`config.mk`:
```
export PLATFORM = sky130hd
export DESIGN_NAME = msx_mouse_if
export DESIGN_NICKNAME = d
export VERILOG_FILES = /design/src/rtl/msx_mouse_if.sv
export SDC_FILE = /design/constraint.sdc
export NUM_CORES = 1
export LEC_CHECK = 0
export CAP_MARGIN = 15
export CORE_UTILIZATION = 55
export DETAILED_ROUTE_END_ITERATION = 8
export PLACE_DENSITY = 0.88
export SETUP_SLACK_MARGIN = 0.02
export SLEW_MARGIN = 20
export SYNTH_ARGS = -nofsm -noshare
export SYNTH_HDL_FRONTEND = slang
export SYNTH_SLANG_ARGS = --single-unit
```
`constraint.sdc`:
```
create_clock -name clk_sys -period 4.7 [get_ports clk_sys]
set_clock_uncertainty 0.2 [all_clocks]
set_input_delay 1.175 -clock clk_sys [delete_from_list [all_inputs] [get_ports clk_sys]]
set_output_delay 1.175 -clock clk_sys [all_outputs]
set_load 0.02 [all_outputs]
```
`src/rtl/msx_mouse_if.sv`:
```
// MSX mouse adapter: host mouse reports -> MSX 4-nibble protocol, with per-port mouse/joystick switching.
// Define MSX_MOUSE_ACCUM_EN for saturating motion accumulation between reads; default is the legacy overwrite mode.
module msx_mouse_if #(
  parameter int PORTS   = 2,
  parameter int TIMEOUT = 100000,
  parameter int SHIFT   = 1,
  parameter int ACC_W   = 12
) (
  input  logic                 clk_sys,
  input  logic                 reset,
  input  logic [8:0]           mouse_x,
  input  logic [8:0]           mouse_y,
  input  logic [7:0]           mouse_flags,
  input  logic                 mouse_strobe,
  input  logic                 mouse_port,
  input  logic [6*PORTS-1:0]   joy_in,
  input  logic [PORTS-1:0]     msx_str,
  output logic [6*PORTS-1:0]   port_out,
  output logic [PORTS-1:0]     mouse_active
);
  localparam int W  = ACC_W + 2;
  localparam int TW = $clog2(TIMEOUT + 1);

  typedef enum logic [1:0] {S0, S1, S2, S3} state_t;

  state_t           r_state;
  logic [TW-1:0]    r_tmo;
  logic [3:0]       r_nib;
  logic [1:0]       r_btn;
  logic [7:0]       r_tx_x, r_tx_y;
  logic [PORTS-1:0] r_str_d;

  logic             w_mport;
  logic             w_edge;
  logic [3:0]       w_hi_x;
  logic signed [W-1:0] w_dx, w_dy;

  assign w_mport = (PORTS == 1) ? 1'b0 : mouse_port;
  assign w_edge  = mouse_active[w_mport] & (r_str_d[w_mport] ^ msx_str[w_mport]);

  // MSX counts X left-positive, so the host X delta is negated
  assign w_dx = (-W'(signed'(mouse_x))) >>> SHIFT;
  assign w_dy = W'(signed'(mouse_y)) >>> SHIFT;

`ifdef MSX_MOUSE_ACCUM_EN
  localparam logic signed [W-1:0] AMAX = W'((1 << (ACC_W - 1)) - 1);

  logic signed [ACC_W-1:0] r_acc_x, r_acc_y;
  logic                    w_snap;
  logic [7:0]              w_sx, w_sy;
  logic signed [W-1:0]     w_nx, w_ny;

  function automatic logic [7:0] sat8(input logic signed [ACC_W-1:0] a);
    if (a > 127)       return 8'h7F;
    else if (a < -128) return 8'h80;
    else               return a[7:0];
  endfunction

  function automatic logic signed [ACC_W-1:0] sat_acc(input logic signed [W-1:0] v);
    logic signed [W-1:0] r;
    if (v > AMAX)       r = AMAX;
    else if (v < -AMAX) r = -AMAX;
    else                r = v;
    return r[ACC_W-1:0];
  endfunction

  assign w_snap = w_edge && (r_state == S0);
  assign w_sx   = sat8(r_acc_x);
  assign w_sy   = sat8(r_acc_y);
  assign w_hi_x = w_sx[7:4];

  // Snapshot is taken from the pre-add value, so a coincident strobe is never lost
  always_comb begin
    w_nx = W'(r_acc_x);
    w_ny = W'(r_acc_y);
    if (mouse_strobe) begin
      w_nx = w_nx + w_dx;
      w_ny = w_ny + w_dy;
    end
    if (w_snap) begin
      w_nx = w_nx - W'(signed'(w_sx));
      w_ny = w_ny - W'(signed'(w_sy));
    end
  end

  always_ff @(posedge clk_sys) begin
    if (reset) begin
      r_acc_x <= '0;
      r_acc_y <= '0;
      r_tx_x  <= '0;
      r_tx_y  <= '0;
    end else begin
      r_acc_x <= sat_acc(w_nx);
      r_acc_y <= sat_acc(w_ny);
      if (w_snap) begin
        r_tx_x <= w_sx;
        r_tx_y <= w_sy;
      end
    end
  end
`else
  logic w_unused;
  assign w_unused = ^{w_dx[W-1:8], w_dy[W-1:8]};
  assign w_hi_x   = r_tx_x[7:4];

  always_ff @(posedge clk_sys) begin
    if (reset) begin
      r_tx_x <= '0;
      r_tx_y <= '0;
    end else if (mouse_strobe) begin
      r_tx_x <= w_dx[7:0];
      r_tx_y <= w_dy[7:0];
    end else if (w_edge && r_state == S3) begin
      r_tx_x <= '0;
      r_tx_y <= '0;
    end
  end
`endif

  logic w_unused_flags;
  assign w_unused_flags = ^mouse_flags[7:2];

  always_ff @(posedge clk_sys) begin
    if (reset) begin
      r_state <= S0;
      r_tmo   <= '0;
      r_nib   <= '0;
      r_btn   <= 2'b11;
      r_str_d <= msx_str;
    end else begin
      r_str_d <= msx_str;
      r_btn   <= ~mouse_flags[1:0];
      if (!mouse_active[w_mport]) begin
        r_state <= S0;
        r_tmo   <= '0;
      end else if (w_edge) begin
        r_tmo <= TW'(TIMEOUT);
        case (r_state)
          S0: begin r_nib <= w_hi_x;      r_state <= S1; end
          S1: begin r_nib <= r_tx_x[3:0]; r_state <= S2; end
          S2: begin r_nib <= r_tx_y[7:4]; r_state <= S3; end
          S3: begin r_nib <= r_tx_y[3:0]; r_state <= S0; end
          default: r_state <= S0;
        endcase
      end else if (r_tmo == TW'(1)) begin
        r_state <= S0;
        r_tmo   <= '0;
      end else if (r_tmo != '0) begin
        r_tmo <= r_tmo - TW'(1);
      end
    end
  end

  for (genvar p = 0; p < PORTS; p++) begin : g_port
    logic [5:0] w_joy;
    logic       w_sel;
    logic       r_act;
    logic [5:0] r_joyo;

    assign w_joy = joy_in[6*p +: 6];
    assign w_sel = (w_mport == 1'(p));

    always_ff @(posedge clk_sys) begin
      if (reset) begin
        r_act  <= 1'b0;
        r_joyo <= 6'h3F;
      end else begin
        if (mouse_strobe && w_sel)            r_act <= 1'b1;
        else if (w_joy != 6'h3F || !w_sel)    r_act <= 1'b0;
        r_joyo <= msx_str[p] ? 6'h3F : w_joy;
      end
    end

    assign mouse_active[p]    = r_act;
    assign port_out[6*p +: 6] = r_act ? {r_btn, r_nib} : r_joyo;
  end
endmodule
```
==> results.yml <==
yosys:
  synth_edf_count: 0
  seq_area_frac_synth_pct: 40.3
  ys_types: 48
  synth.avg_cell_area_um2: 8.87
  syn_inst: 319
  synth_area_um2: 2830
  ys_ff_latch: 57
  synth_async_sr_flop_share_pct: 0
  ys_dominant_reg_cell: "dfxtp_1"
  syn-num-nets: 370
  ys_warn_count: 0
worst_setup_path:
  cp.required_ns: 3.32
  cp-start-kind: "flip-flop"
  cp.arrival_ns: 1.81
  cp_max_fo: 9
  crit_type: "flip-flop to primary output"
  endpoint_kind: "primary output"
timing:
  worst_hold_slack_ns: 0.317
  hold_violations: 0
  fin_crit_sh_pct: 67.8
  setup_violations: 0
  worst_slew_pin_slew_ns: 0.548
  slew_headroom_pct: 63.5
  rsz0062_at_grt: "no"
  fin_crit_ns: 3.19
  finalSetupTns_ns: 0
  drv_slew: 0
  max_freq_ghz: 0.314
floorplan:
  die_w_um: 73.7
  chipHeight_um: 73.7
  ios: 58
  start_util_pct: 58.4
  num_rows: 25
  dieArea_um2: 5440
  coreArea_um2: 4850
clock_tree:
  root_buffer: "clkbuf_8"
  post_cts_resized: 0
  cts_sinks: 57
  cts_hold_buf: 0
  cts_buffer_depth: 2
  postCtsSetupBuffers: 0
  cts_buffers: 9
  cts_max_level: 3
  clkLatencyLatePin_ns: 0.33
  tritoncts: "yes"
  clkTransAtPathRegs_ns: 0.06
routing:
  vias_per_cell: 5.66
  drt_first_pass_iters: 5
  route.detailed.drc: 0
  wl_per_cell_um: 13.8
  drt_wl_total_mm: 5.94
  dr_total_vias: 2439
  ant_nets: 0
  first_iter_violations: 83
finish:
  layout-drive-gt1-share_pct: 10.2
  nets: 411
  n_antenna_cell: 0
  area_growth_pct: 24.2
power:
  ir_worst_vdd_v: 0.000221
  p_leak_nw: 1.30
  powerDensity_nw_per_um2: 312
job:
  cap_violations: 0
global_routing:
  grt_pass1_wl_mm: 10.2
  antenna_found_initial: 0
  overflow: 0
  grt_usage_pct: 24.7
  grt_max_degree: 39
  grt_pass1_vias: 2361
outcome:
  status: "complete, no violations"
placement:
  numPortBuffers: 50
  post-dp-hpwl_mm: 4.20
  place.gp.congestion: 0.805
worst_hold_path:
  hp-class: "flip-flop to flip-flop"
==> per-stage QoR <==
| step | cells | power (mW) | area (um2) | setup slack, ns | utilization [%] |
|---|---|---|---|---|---|
| 2_1_floorplan | 319 | 0.597 | 2830 | 2.24 | - |
| 3_3_place_gp | 416 | 0.655 | 3330 | 1.38 | 68.6 |
| 3_5_place_dp | 416 | 0.659 | 3330 | 1.34 | 68.6 |
| 4_1_cts | 431 | 1.11 | 3520 | 1.50 | 72.6 |
| 5_1_grt | 431 | 1.14 | 3520 | 1.45 | 72.5 |
| 6_report | 431 | 1.10 | 3520 | 1.51 | 72.5 |
==> power breakdown <==
part	internal, mW	switching (mW)
clock network	0.269	0.179
registers	0.500	0.0101
logic	0.0739	0.0643
total	0.842	0.253
==> cell usage after synthesis, types with 3 or more instances <==
cell,instances,area share [%]
mux2i_1,4,1.4
o21ai_0,27,4.8
nor2b_1,15,3.3
or4_1,6,1.6
buf_2,3,0.53
buf_1,3,0.40
nor3_1,7,1.2
clkbuf_1,11,1.5
nand3_1,7,1.2
xor2_1,3,0.93
nand2_1,21,2.8
inv_1,9,1.2
nand2b_1,10,2.2
a222oi_1,4,1.4
nor3b_1,3,0.80
dfxtp_1,57,40
nor2_1,12,1.6
o31ai_1,7,1.9
or3_1,19,4.2
xnor2_1,4,1.2
ha_1,7,3.1
a21oi_1,32,5.7
mux2_2,12,4.8
==> state kept, by name (all words and copies together) (netlist names) <==
name,flops
r_state,2
r_nib,4
r_btn,2
r_tmo,17
g_port.r_act,2
r_str_d,2
g_port.r_joyo,12
r_tx_x,8
r_tx_y,8
==> kinds of logic (layout without fill, tap and decap cells) <==
group / after synthesis / count (layout) / synth area share [%]
and+or+nand+nor: 114 / 114 / 24.2
AOI/OAI and AO/OA: 87 / 87 / 19.1
DFF: 57 / 57 / 40.3
buffers and inverters: 31 / 76 / 4.86
muxes: 16 / 16 / 6.19
adders and majority gates: 7 / 7 / 3.09
xor gates and xnor gates: 7 / 7 / 2.17
==> critical path, cell delays in order, from the launching register on <==
cell and delay (ns):
dfxtp_1 0.54, mux2_2 0.38, clkdlybuf4s50_1 0.56
==> placed cells by master (no fill, tap or decap), drive strengths merged, types with 5 or more instances in the layout <==
master and count:
o21ai 27, nor2b 15, nor4 5, mux2 12, o31ai 7, nor3 8, ha 7, clkbuf 12
a21oi 32, nand2 21, nor2 12, inv 9, or3 19, or4 6, dfxtp 57, clkdlybuf4s50 49
nand3 7, nand2b 10
==> layout make-up <==
cell class | count | area (um2)
multi-input combinational | 231 | 1550
fill | 360 | 1330
sequential | 57 | 1140
timing repair buffer | 52 | 510
clock buffer | 12 | 155
tap | 67 | 83.8
clock inverter | 3 | 40.0
inverter | 9 | 33.8
==> per-layer routing <==
metal / global-route usage [%] / routed length [um]
met1: 28.5 / 2590
met2: 42.7 / 3040
met3: 6.45 / 208
met4: 10.9 / 103
met5: 0 / 0
==> path summary, 6_finish.rpt <==
kind / from / to / slack, ns / depth (start not counted)
hold / removal: r_tmo[16]$_SDFFE_PP0P_ / r_tmo[16]$_SDFFE_PP0P_ / 0.32 / 2
hold reg to reg: r_tmo[16]$_SDFFE_PP0P_ / r_tmo[16]$_SDFFE_PP0P_ / 0.32 / 2
setup reg to reg: r_tmo[10]$_SDFFE_PP0P_ / r_tmo[1]$_SDFFE_PP0N_ / 2.49 / 4
setup / recovery: g_port[0].r_act$_SDFFE_PP0P_ / port_out[2] / 1.51 / 2
(Power assumes the default switching activity.)
